--- src/rtl/common_pkg.sv ---
// Shared types for the kernel dispatch path: config payload, dispatch payload, FSM states.
package common_pkg;

  localparam int unsigned DATA_W       = 32;
  localparam int unsigned INSTR_ADDR_W = 16;
  localparam int unsigned DATA_ADDR_W  = 16;

  typedef logic [DATA_W-1:0]       data_t;
  typedef logic [INSTR_ADDR_W-1:0] instr_mem_addr_t;
  typedef logic [DATA_ADDR_W-1:0]  data_mem_addr_t;

  typedef struct packed {
    instr_mem_addr_t base_instr_addr;
    data_mem_addr_t  base_data_addr;
    data_t           num_blocks;
    data_t           num_warps_per_block;
  } kernel_config_t;

  typedef enum logic [1:0] {
    IDLE     = 2'd0,
    DISPATCH = 2'd1,
    DRAIN    = 2'd2
  } dispatch_state_e;

  typedef struct packed {
    data_t           block_id;
    data_t           num_warps;
    instr_mem_addr_t base_instr_addr;
    data_mem_addr_t  base_data_addr;
  } dispatch_req_t;

endpackage

--- src/rtl/rr_arbiter.sv ---
// Combinational round-robin priority encoder: lowest request at or above ptr, else lowest overall.
module rr_arbiter #(
  parameter  int unsigned NUM_CORES = 32,
  localparam int unsigned CORE_ID_W = $clog2(NUM_CORES)
) (
  input  logic [NUM_CORES-1:0] req,
  input  logic [CORE_ID_W-1:0] ptr,
  output logic                 grant_valid,
  output logic [CORE_ID_W-1:0] grant_idx
);

  logic                 w_hi_found;
  logic                 w_lo_found;
  logic [CORE_ID_W-1:0] w_hi_idx;
  logic [CORE_ID_W-1:0] w_lo_idx;

  // Descending scan so the last hit is the lowest index in each window.
  always_comb begin
    w_hi_found = 1'b0;
    w_lo_found = 1'b0;
    w_hi_idx   = '0;
    w_lo_idx   = '0;
    for (int i = int'(NUM_CORES) - 1; i >= 0; i--) begin
      if (req[i]) begin
        w_lo_found = 1'b1;
        w_lo_idx   = CORE_ID_W'(i);
        if (CORE_ID_W'(i) >= ptr) begin
          w_hi_found = 1'b1;
          w_hi_idx   = CORE_ID_W'(i);
        end
      end
    end
  end

  assign grant_valid = w_lo_found;
  assign grant_idx   = w_hi_found ? w_hi_idx : w_lo_idx;

endmodule

--- src/rtl/block_dispatcher.sv ---
// Kernel block scheduler: issues block IDs round-robin to free cores and reports kernel completion.
module block_dispatcher
  import common_pkg::*;
#(
  parameter  int unsigned NUM_CORES = 32,
  localparam int unsigned CORE_ID_W = $clog2(NUM_CORES)
) (
  input  logic                 clk,
  input  logic                 rst_n,
  input  logic                 start,
  input  kernel_config_t       cfg,
  output logic                 busy,
  output logic                 kernel_done,
  output logic                 disp_valid,
  input  logic                 disp_ready,
  output logic [CORE_ID_W-1:0] disp_core,
  output data_t                disp_block_id,
  output data_t                disp_num_warps,
  output instr_mem_addr_t      disp_base_instr_addr,
  output data_mem_addr_t       disp_base_data_addr,
  input  logic [NUM_CORES-1:0] core_done
);

  dispatch_state_e      r_state;
  data_t                r_num_blocks;
  data_t                r_issued_cnt;
  data_t                r_done_cnt;
  logic [CORE_ID_W-1:0] r_rr_ptr;
  logic [CORE_ID_W-1:0] r_disp_core;
  logic [NUM_CORES-1:0] r_core_busy;
  dispatch_req_t        r_req;
  logic                 r_busy;
  logic                 r_kernel_done;
  logic                 r_disp_valid;

  logic                 w_grant_valid;
  logic [CORE_ID_W-1:0] w_grant_idx;
  logic                 w_handshake;
  logic [NUM_CORES-1:0] w_done_valid;
  logic [NUM_CORES-1:0] w_set_mask;
  data_t                w_done_next;
  logic [CORE_ID_W-1:0] w_rr_next;
  logic                 w_launch;

  assign w_handshake  = r_disp_valid & disp_ready;
  assign w_done_valid = core_done & r_core_busy;
  assign w_set_mask   = w_handshake ? (NUM_CORES'(1) << r_disp_core) : '0;
  assign w_done_next  = r_done_cnt + DATA_W'($countones(w_done_valid));
  assign w_rr_next    = (r_disp_core == CORE_ID_W'(NUM_CORES - 1)) ? '0
                                                                    : r_disp_core + CORE_ID_W'(1);
  assign w_launch     = (r_state == IDLE) && start;

  rr_arbiter #(.NUM_CORES(NUM_CORES)) u_arb (
    .req         (~r_core_busy),
    .ptr         (r_rr_ptr),
    .grant_valid (w_grant_valid),
    .grant_idx   (w_grant_idx)
  );

  // Per-core busy tracking and completion counting; spurious completions are masked out.
  always_ff @(posedge clk or negedge rst_n) begin
    if (!rst_n) begin
      r_core_busy <= '0;
      r_done_cnt  <= '0;
    end else begin
      r_core_busy <= (r_core_busy & ~w_done_valid) | w_set_mask;
      r_done_cnt  <= w_launch ? '0 : w_done_next;
    end
  end

  // Kernel FSM with registered dispatch request and completion pulse.
  always_ff @(posedge clk or negedge rst_n) begin
    if (!rst_n) begin
      r_state       <= IDLE;
      r_num_blocks  <= '0;
      r_issued_cnt  <= '0;
      r_rr_ptr      <= '0;
      r_disp_core   <= '0;
      r_req         <= '0;
      r_busy        <= 1'b0;
      r_kernel_done <= 1'b0;
      r_disp_valid  <= 1'b0;
    end else begin
      r_kernel_done <= 1'b0;
      case (r_state)
        IDLE: begin
          if (start) begin
            r_num_blocks          <= cfg.num_blocks;
            r_issued_cnt          <= '0;
            r_rr_ptr              <= '0;
            r_req.num_warps       <= cfg.num_warps_per_block;
            r_req.base_instr_addr <= cfg.base_instr_addr;
            r_req.base_data_addr  <= cfg.base_data_addr;
            if (cfg.num_blocks == '0) begin
              r_kernel_done <= 1'b1;
            end else begin
              r_state <= DISPATCH;
              r_busy  <= 1'b1;
            end
          end
        end
        DISPATCH: begin
          if (w_handshake) begin
            r_disp_valid <= 1'b0;
            r_issued_cnt <= r_issued_cnt + DATA_W'(1);
            r_rr_ptr     <= w_rr_next;
            if (r_issued_cnt + DATA_W'(1) == r_num_blocks) begin
              r_state <= DRAIN;
            end
          end else if (!r_disp_valid && w_grant_valid && (r_issued_cnt < r_num_blocks)) begin
            r_disp_valid   <= 1'b1;
            r_disp_core    <= w_grant_idx;
            r_req.block_id <= r_issued_cnt;
          end
        end
        DRAIN: begin
          if (r_done_cnt == r_num_blocks) begin
            r_state <= IDLE;
            r_busy  <= 1'b0;
          end else if (w_done_next == r_num_blocks) begin
            r_kernel_done <= 1'b1;
          end
        end
        default: r_state <= IDLE;
      endcase
    end
  end

  assign busy                 = r_busy;
  assign kernel_done          = r_kernel_done;
  assign disp_valid           = r_disp_valid;
  assign disp_core            = r_disp_core;
  assign disp_block_id        = r_req.block_id;
  assign disp_num_warps       = r_req.num_warps;
  assign disp_base_instr_addr = r_req.base_instr_addr;
  assign disp_base_data_addr  = r_req.base_data_addr;

endmodule

--- config.mk ---
export PLATFORM = sky130hd
export DESIGN_NAME = block_dispatcher
export DESIGN_NICKNAME = d
export VERILOG_FILES = /design/src/rtl/common_pkg.sv /design/src/rtl/rr_arbiter.sv /design/src/rtl/block_dispatcher.sv
export SDC_FILE = /design/constraint.sdc
export NUM_CORES = 1
export LEC_CHECK = 0
export CAP_MARGIN = 20
export CORE_ASPECT_RATIO = 0.9
export CORE_MARGIN = 8
export CORE_UTILIZATION = 50
export CTS_BUF_LIST = sky130_fd_sc_hd__clkbuf_8 sky130_fd_sc_hd__clkbuf_16
export DETAILED_ROUTE_END_ITERATION = 8
export PLACE_DENSITY = 0.74
export SETUP_SLACK_MARGIN = 0.05
export SLEW_MARGIN = 15
export SYNTH_ARGS = -nofsm -noshare
export SYNTH_HDL_FRONTEND = slang
export SYNTH_HIERARCHICAL = 1
export SYNTH_SLANG_ARGS = --single-unit
--- constraint.sdc ---
create_clock -name clk -period 18.9 [get_ports clk]
set_input_delay 3.78 -clock clk [delete_from_list [all_inputs] [get_ports clk]]
set_output_delay 3.78 -clock clk [all_outputs]
set_load 0.005 [all_outputs]
==> results.py <==
metrics = {
    "synth": {
        "seq_area_frac_synth_pct": 39.9,
        "yosys.area_share.xor_xnor_pct": 7.57,
        "syn_avg_cell_area_um2": 9.56,
        "synth_top_flop_cell": "dfrtp_1",
        "yosysWarningCount": 6,
        "synth_compound_area_share_pct": 14.4,
        "synth_fa_ha_area_share_pct": 8.06,
        "synth_edf_count": 0,
        "synth-async-reset-ratio_pct": 100,
        "syn_nets": 1781,
        "yosysUniqueCellTypes": 94,
        "muxShareOfSynthArea_pct": 8.14,
        "synthCells": 1568,
        "syn_area_um2": 15000,
        "synth_top_family_by_area": "simple AND/OR/NAND/NOR gates",
        "yosys.area_share.simple_pct": 17.1,
        "ys_seq_elements": 239,
    },
    "global_routing": {
        "grt_overflow": 0,
        "grt_start_max_net_pins": 96,
        "grt_first_pass_wirelength_um": 74900,
        "grt_pass1_vias": 13100,
        "track_usage_pct": 26.2,
        "antenna_found_initial": 0,
    },
    "die": {
        "io_pins": 236,
        "dieWidth_um": 199,
        "die-area_um2": 35800,
        "start_util_pct": 50.4,
        "core_um2": 29700,
        "rows": 60,
        "die-height_um": 180,
    },
    "place": {
        "hpwl_um": 36900,
        "port_buffers": 235,
        "placed_area_um2": 17600,
        "place_congestion": 0.990,
    },
    "pwr": {
        "p_int_uw": 911,
        "ir_worst_vdd_mv": 0.0641,
        "p_sw_uw": 291,
        "seqPwrFrac_pct": 43.7,
        "power.density_nw_per_um2": 64.7,
        "leakagePower_nw": 8.16,
        "switching_share_pct": 24.2,
        "p_comb_share_pct": 9.9,
        "p_clk_share_pct": 46.4,
    },
    "cts": {
        "cts_buffers": 27,
        "htree_num_levels": 1,
        "postCtsSetupRepairBufs": 0,
        "clock_path_buffers": 3,
        "cts_hold_buf": 0,
        "cts_root_buffer": "clkbuf_16",
        "cts.sinks": 239,
        "clk-insertion-delay-late_ns": 0.55,
        "cts_tree": "built",
        "cts_resized": 0,
        "cts.clk_slew.worst_paths_ns": 0.06,
    },
    "timing": {
        "fin_skew_ns": 0.0107,
        "hold_viol_final": 0,
        "grt_setup_unrepaired": "no",
        "tightest_slew_ns": 0.942,
        "final.setup.tns_ns": 0,
        "finalSetupViolCount": 0,
        "maxSlewViolCount": 0,
        "min_period_ns": 10.17,
        "fin_crit_sh_pct": 53.8,
        "relSlewSlack_pct": 37.2,
        "max_freq_mhz": 98.4,
    },
    "detailed_routing": {
        "drcViolationCount": 0,
        "drt_first_pass_iters": 6,
        "wl_um": 47900,
        "via_count": 13100,
        "wl_per_cell_um": 21.8,
        "ant_nets": 0,
        "vias_per_cell": 5.96,
        "drt_iter0_markers": 1390,
    },
    "final_layout": {
        "nNetsFinal": 1990,
        "insertedDiodeCount": 0,
        "layout-drive-gt1-share_pct": 10.8,
        "design_area_um2": 18600,
        "fillers": 2521,
        "syn2layout_area_growth_pct": 23.9,
        "multi_input_area_um2": 8300,
        "seqCellArea_um2": 5980,
    },
    "worst_setup_path": {
        "worstPathArrival_ns": 10.62,
        "crit_type": "in2reg",
        "cp_max_fo": 2,
        "end_kind": "flip-flop",
        "required_ns": 19.36,
        "startpoint_type": "input pin",
    },
    "worst_hold_path": {
        "hold_class": "reg2reg",
    },
    "status": {
        "outcome": "completed",
    },
    "job": {
        "maxCapViolCount": 0,
    },
}
-- flip-flops by register name, indices dropped and copies added, names as in the netlist --
signal                cells
r_state                   2
r_rr_ptr                  5
disp_base_instr_addr     16
disp_block_id            32
disp_valid                1
disp_core                 5
r_core_busy              32
kernel_done               1
r_issued_cnt             32
r_num_blocks             32
disp_base_data_addr      16
busy                      1
disp_num_warps           32
r_done_cnt               32
-- stage by stage --
stage	setup slack (ns)	std cells	power, mW	util (%)	hold WS (ns)
floorplan	9.09	1568	0.597	-	0.460
global placement	8.23	2151	0.653	59.3	0.489
detailed placement	8.19	2151	0.654	59.3	0.495
CTS	8.72	2201	1.21	62.5	0.509
global route	8.43	2201	1.24	62.5	0.519
finish	8.73	2201	1.20	62.5	0.501
-- Yosys cell counts (10+ instances only) --
| cell | count | area share [%] |
|---|---|---|
| dfrtp_1 | 239 | 40 |
| nand2_1 | 142 | 3.6 |
| o21ai_0 | 123 | 4.1 |
| inv_1 | 114 | 2.9 |
| nor2_1 | 113 | 2.8 |
| mux2_2 | 103 | 7.7 |
| xnor2_1 | 69 | 4.0 |
| xor2_1 | 56 | 3.3 |
| ha_1 | 55 | 4.6 |
| a21oi_1 | 51 | 1.7 |
| clkbuf_1 | 43 | 1.1 |
| nand4_1 | 38 | 1.6 |
| nand3_1 | 37 | 1.2 |
| o22ai_1 | 35 | 1.5 |
| and2_1 | 29 | 1.2 |
| nor4_1 | 27 | 1.1 |
| fa_1 | 26 | 3.5 |
| and3_1 | 25 | 1.0 |
| nor3_1 | 20 | 0.67 |
| o31ai_1 | 15 | 0.75 |
| a21o_1 | 13 | 0.65 |
| and4_1 | 13 | 0.76 |
| o211ai_1 | 11 | 0.55 |
| a31oi_1 | 10 | 0.42 |
-- routing by layer --
layer | track usage (%) | wire (um) | vias to the layer above
met5 | 0 | 0 | -
met4 | 7.91 | 1390 | 0
met3 | 6.95 | 4920 | 86
met2 | 38.4 | 20300 | 631
met1 | 37.4 | 21300 | 6410
li1 | - | - | 5999
-- layout make-up --
class                   count  share of cell area (%)
repair buffers            243                    13.0
clock inverters            18                    1.11
flip-flops and latches    239                    32.2
multi-input cells        1152                    44.7
inverters                 114                    2.30
clock buffers              32                    4.01
well taps                 403                    2.71
-- power groups by stage --
stage / clock network (mW) / registers (mW) / logic (mW)
after floorplan: 0 / 0.531 / 0.0653
after global routing: 0.585 / 0.525 / 0.133
after global placement: 0 / 0.534 / 0.119
after detailed placement: 0 / 0.534 / 0.120
final: 0.558 / 0.525 / 0.119
after CTS: 0.567 / 0.525 / 0.120
-- logic make-up after synthesis --
logic type	count (synthesis)
xor gates and xnor gates	127
muxes	109
buffers and inverters	177
AOI/OAI and AO/OA	334
DFF	239
and+or+nand+nor	501
adders and majority gates	81
-- critical path, stage by stage --
cell	delay, ns
clkdlybuf4s50_1	0.43
and2_1	0.19
fa_1	0.54
inv_1	0.05
fa_1	0.47
inv_1	0.06
fa_1	0.51
fa_1	0.52
fa_1	0.57
fa_1	0.53
fa_1	0.48
fa_1	0.53
xnor2_1	0.12
o41ai_1	0.13
a2111oi_4	0.21
nand4_1	0.14
a2111oi_2	0.40
nand4_1	0.16
or4_1	0.56
o31ai_1	0.25
-- cells in the final DEF, fill, tap and decap left out, types with 37 or more instances in the layout --
cell type	instances
nand3_1	37
nand4_1	38
ha_1	55
xor2_1	56
clkdlybuf4s50_1	234
mux2_2	103
o21ai_0	123
nor2_1	111
inv_1	119
nand2_1	142
dfrtp_1	239
a21oi_1	51
xnor2_1	69
-- path summary, 6_finish.rpt --
check / start / to / slack [ns] / depth (start not counted)
min in group asynchronous: rst_n / r_done_cnt[24] / 3.25 / 1
max in group asynchronous: rst_n / disp_block_id[11] / 14.20 / 2
worst min register to register: disp_base_data_addr[0] / disp_base_data_addr[0] / 0.50 / 1
worst min-delay path: disp_base_data_addr[0] / disp_base_data_addr[0] / 0.50 / 1
worst max-delay path: core_done[4] / kernel_done / 8.73 / 20
worst max register to register: r_core_busy[4] / kernel_done / 12.05 / 19
Note: power is estimated with default switching activity, not from simulation.
==> patch 1: new RTL, same flow settings <==
`NUM_CORES` is set to 32 in 2 places; all go to 64.
--- a/src/rtl/rr_arbiter.sv
+++ b/src/rtl/rr_arbiter.sv
@@ -1,5 +1,5 @@
 // Combinational round-robin priority encoder: lowest request at or above ptr, else lowest overall.
 module rr_arbiter #(
-  parameter  int unsigned NUM_CORES = 32,
+  parameter  int unsigned NUM_CORES = 64,
   localparam int unsigned CORE_ID_W = $clog2(NUM_CORES)
 ) (
--- a/src/rtl/block_dispatcher.sv
+++ b/src/rtl/block_dispatcher.sv
@@ -3,5 +3,5 @@
   import common_pkg::*;
 #(
-  parameter  int unsigned NUM_CORES = 32,
+  parameter  int unsigned NUM_CORES = 64,
   localparam int unsigned CORE_ID_W = $clog2(NUM_CORES)
 ) (
Interface: changed (resized core_done and disp_core); port bits go from 236 to 269. The function was not compared with the original's and may differ.
==> patch 1 against the original RTL <==
Wire length up 52%. Cell area is 25% higher. Hold slack improved by 0.0042 ns. Clock power up 20%. Sequential cell count increased by 34. Combinational power grew to 6.9 times the old value. Sequential share of layout area decreased by 2.8 points. Final cell count grew 29%. Area after synthesis is 27% higher. Total power rose by 92%. Worst setup slack lost 1.5 ns. Non-clock buffer count increased by 41. First-iteration DRC count rose by 62%. Critical path type unchanged. Largest power group is now combinational logic.
==> patch 1: results (changes against the original RTL) <==
run status=complete, no violations; post-synth cell types=93 (-1.1%); CP delay by family, top=adder cells; # port buffers=268 (+14%); Synth Net Count=2411 (+35%); DRT Wirelength=72.9 mm (+52%); area delta synth->final=21.7%; root buf cell=clkbuf_16; post-cts sizing count=0 (unchanged); first-pass GRT wire length=110 mm (+47%); Final HPWL DP=57.0 mm (+54%); Post-Syn Instances=2125 (+36%); H-tree Lvls=1 (unchanged); layout cells sized above 1=8.86% (-1.9 points); sequential share of the synthesized area=35.8% (-4.1 points); worst-skew pair later-pin latency=0.60 ns (+0.05 ns); Pre-antenna DRT Iters=6 (unchanged); Area after DPL=0.0221 mm^2 (+25%); Syn. warnings=6 (unchanged); Pleak=9.61 nW (+18%); Worst-Margin Slew=1.17 ns (+0.229 ns); max reg flops=64; Post-synth ARST share=100% (unchanged); Max Clock Skew=0.0125 ns (+0.00184 ns); main flop type after synthesis=dfrtp_1; global placer's final weighted congestion=1.05 (+5.9%); Critical Path AT=12.18 ns (+1.56 ns); largest net degree at the start of global routing=91 (-5.2%); Layout Nets=2621 (+32%); HP Class=register to register; Post-CTS Hold Buffers=0 (unchanged); Post-CTS Setup Inserts=0 (unchanged); crit-path max cell delay=0.58 ns; Non-Filler Instances=2849 (+29%); Slowest-stage cell, CP=fa_1; initial DRC count=2256 (+62%); VDD IR max=0.0000933 V (+46%); Num CTS Buffers=30 (+11%); Commonest cells post-synth=dfrtp_1 (273), inv_1 (188), nand2_1 (185); total track usage=31.5% (+5.3 points); vias in the first global route=17700 (+35%); # fillers=3226 (+28%); Via-to-Cell Ratio=6.38 (+7.0%); top cells by area, synth=dfrtp_1 (36%), mux2_2 (6.2%), fa_1 (5.9%); Crit Path Max Fanout=14 (+12); Worst-path clk slew=around 0.07 ns; Clock Path Buffers=3 (unchanged); register name with the most flops=r_core_busy; antenna cell count=0 (unchanged); initial antenna violation count=2 (+2)
patch 1: cell count changes in the layout (fill, tap and decap cells not counted), sizes merged, moves of 30 or more:
cell,unedited run,this run
inv,122,191
a21oi,52,95
clkdlybuf4s50,234,267
o21ai,129,160
fa,26,56
nor2,115,157
dfrtp,239,273
nand2,142,187
o22ai,35,69
patch 1: metal layers:
metal,global-route usage [%],up-vias,part of all wire (%)
met3,9.14,155,13
li1,-,7980,-
met5,0,-,0.015
met1,44.7,8854,42
met2,45.5,1192,42
met4,10.5,2,3.6
patch 1: worst paths after layout:
path                                          start                        to  slack, ns  cells after the start
setup / recovery                       core_done[4]               kernel_done       7.22                     22
hold / removal             disp_base_instr_addr[12]  disp_base_instr_addr[12]       0.51                      1
setup reg to reg                     r_core_busy[4]               kernel_done      10.44                     21
hold reg to reg            disp_base_instr_addr[12]  disp_base_instr_addr[12]       0.51                      1
max in group asynchronous                     rst_n           r_core_busy[61]      13.62                      3
min in group asynchronous                     rst_n         disp_block_id[15]       3.18                      1
patch 1: cell families (layout without fill, tap and decap cells):
kind of cell | after synthesis | in the layout | synth area share, %
AND/OR/NAND/NOR | 663 | 663 | 17.4
AO/OA/AOI/OAI | 539 | 539 | 18.2
buffers and inverters | 295 | 529 | 6.14
flip-flops | 273 | 273 | 35.8
XOR/XNOR | 124 | 124 | 5.88
adder cells (fa/ha/maj) | 122 | 122 | 10.2
multiplexers | 109 | 109 | 6.41
patch 1: stage by stage:
stage | setup WS [ns] | hold slack, ns
2_1_floorplan | 7.94 | 0.445
3_3_place_gp | 6.87 | 0.488
3_5_place_dp | 6.68 | 0.495
4_1_cts | 7.31 | 0.509
5_1_grt | 6.99 | 0.514
6_report | 7.22 | 0.505
patch 1: power breakdown:
part | leakage (nW) | switching [mW] | internal, mW
logic | 5.48 | 0.442 | 0.385
registers | 3.58 | 0.134 | 0.681
clock network | 0.554 | 0.267 | 0.402
total | 9.61 | 0.843 | 1.47
patch 1: area by class of cell:
cell class                 count  share of cell area, %
multi-input combinational   1557                   47.8
clock inverter                19                   1.26
clock buffer                  37                   3.65
inverter                     189                   3.06
sequential                   273                   29.4
tap                          490                   2.64
timing repair buffer         284                   12.2
==> patch 2: new RTL, same flow settings <==
Without the edit above. Make the reset (`rst_n`) synchronous in 2 clocked blocks.
--- a/src/rtl/block_dispatcher.sv
+++ b/src/rtl/block_dispatcher.sv
@@ -59,5 +59,5 @@
 
   // Per-core busy tracking and completion counting; spurious completions are masked out.
-  always_ff @(posedge clk or negedge rst_n) begin
+  always_ff @(posedge clk) begin
     if (!rst_n) begin
       r_core_busy <= '0;
@@ -70,5 +70,5 @@
 
   // Kernel FSM with registered dispatch request and completion pulse.
-  always_ff @(posedge clk or negedge rst_n) begin
+  always_ff @(posedge clk) begin
     if (!rst_n) begin
       r_state       <= IDLE;
Function: differs if rst_n is asserted again (counterexample within 4 cycles, from zero or initial values and one cycle with rst_n low); with rst_n held inactive, the same outputs for 4 cycles.
==> patch 2 against the original RTL <==
Area after synthesis down 1.9%. Synthesized cell count up 21%. Worst setup slack worse by 0.0092 ns. Non-clock buffer count increased by 9. Core utilization down 0.19 points. Sequential cell count unchanged. Sequential power grew 1%. Clock skew rose by 0.0018 ns. Wire length grew 3.3%. Total power fell by 2.8%. Cell area is 3.0% lower. Sequential share of layout area decreased by 5.7 points. Register-to-register slack better by 0.11 ns. Highest routed layer unchanged.
==> patch 2: results (changes against the original RTL) <==
run status=complete, no violations; Via-to-Cell Ratio=5.76 (-3.4%); initial antenna violation count=1 (+1); first-pass GRT wire length=77.1 mm (+2.9%); Area after DPL=0.0172 mm^2 (-2.4%); placed cells=2430 (+13%); multi-input logic cell count=1427 (+24%); initial DRC count=1317 (-5.3%); sequential cell area share=26.5% (-5.7 points); Post-synth ARST share=0% (-100 points); post-synth cell types=98 (+4.3%); GR Layer Usage met2=43.2% (+4.8 points); Synth Net Count=2103 (+18%); Critical Path AT=10.65 ns (+0.03 ns); worst relative slew slack=25.1% (-12 points); Commonest cells post-synth=nand2_1 (317), dfxtp_1 (239), a21oi_1 (169), nor2_1 (169), inv_1 (114); total track usage=27.3% (+1.1 points); FF-to-FF Start=r_core_busy[0]; largest net degree at the start of global routing=93 (-3.1%); met2 routed WL=21.8 mm (+7.5%); DRT Wirelength=49.5 mm (+3.3%); Final HPWL DP=38.1 mm (+3.1%); Num CTS Buffers=26 (-3.7%); antenna cell count=2 (+2); critical path launch point=core_done[2]; Final Util=62.3% (-0.19 points); hold path start=disp_num_warps[0]; crit-path max cell delay=0.59 ns (+0.02 ns); Pleak=7.01 nW (-14%); Critical Path End=kernel_done
## patch 2: changes by cell type in the layout (fill, tap and decap cells not counted), sizes merged, moves of 16 or more
cell   delta
and2     +20
nor3     +16
nor2     +54
nand2   +177
mux2    -103
o21ai    -64
dfxtp   +239
a21oi   +117
mux2i    +34
dfrtp   -239
## patch 2: cells by family after synthesis
family | count (synthesis) | synth area share (%)
simple gates | 772 | 24.8
compound gates | 406 | 17.5
flops | 239 | 32.5
buf+inv | 224 | 6.41
xor+xnor | 128 | 7.72
fa+ha+maj | 81 | 8.22
mux | 40 | 2.73
## patch 2: power by group through the flow
stage / combinational [mW] / sequential (mW) / clock (mW)
2_1_floorplan: 0.0728 / 0.536 / 0
3_3_place_gp: 0.140 / 0.542 / 0
3_5_place_dp: 0.142 / 0.543 / 0
4_1_cts: 0.142 / 0.532 / 0.502
5_1_grt: 0.156 / 0.533 / 0.521
6_report: 0.143 / 0.532 / 0.493
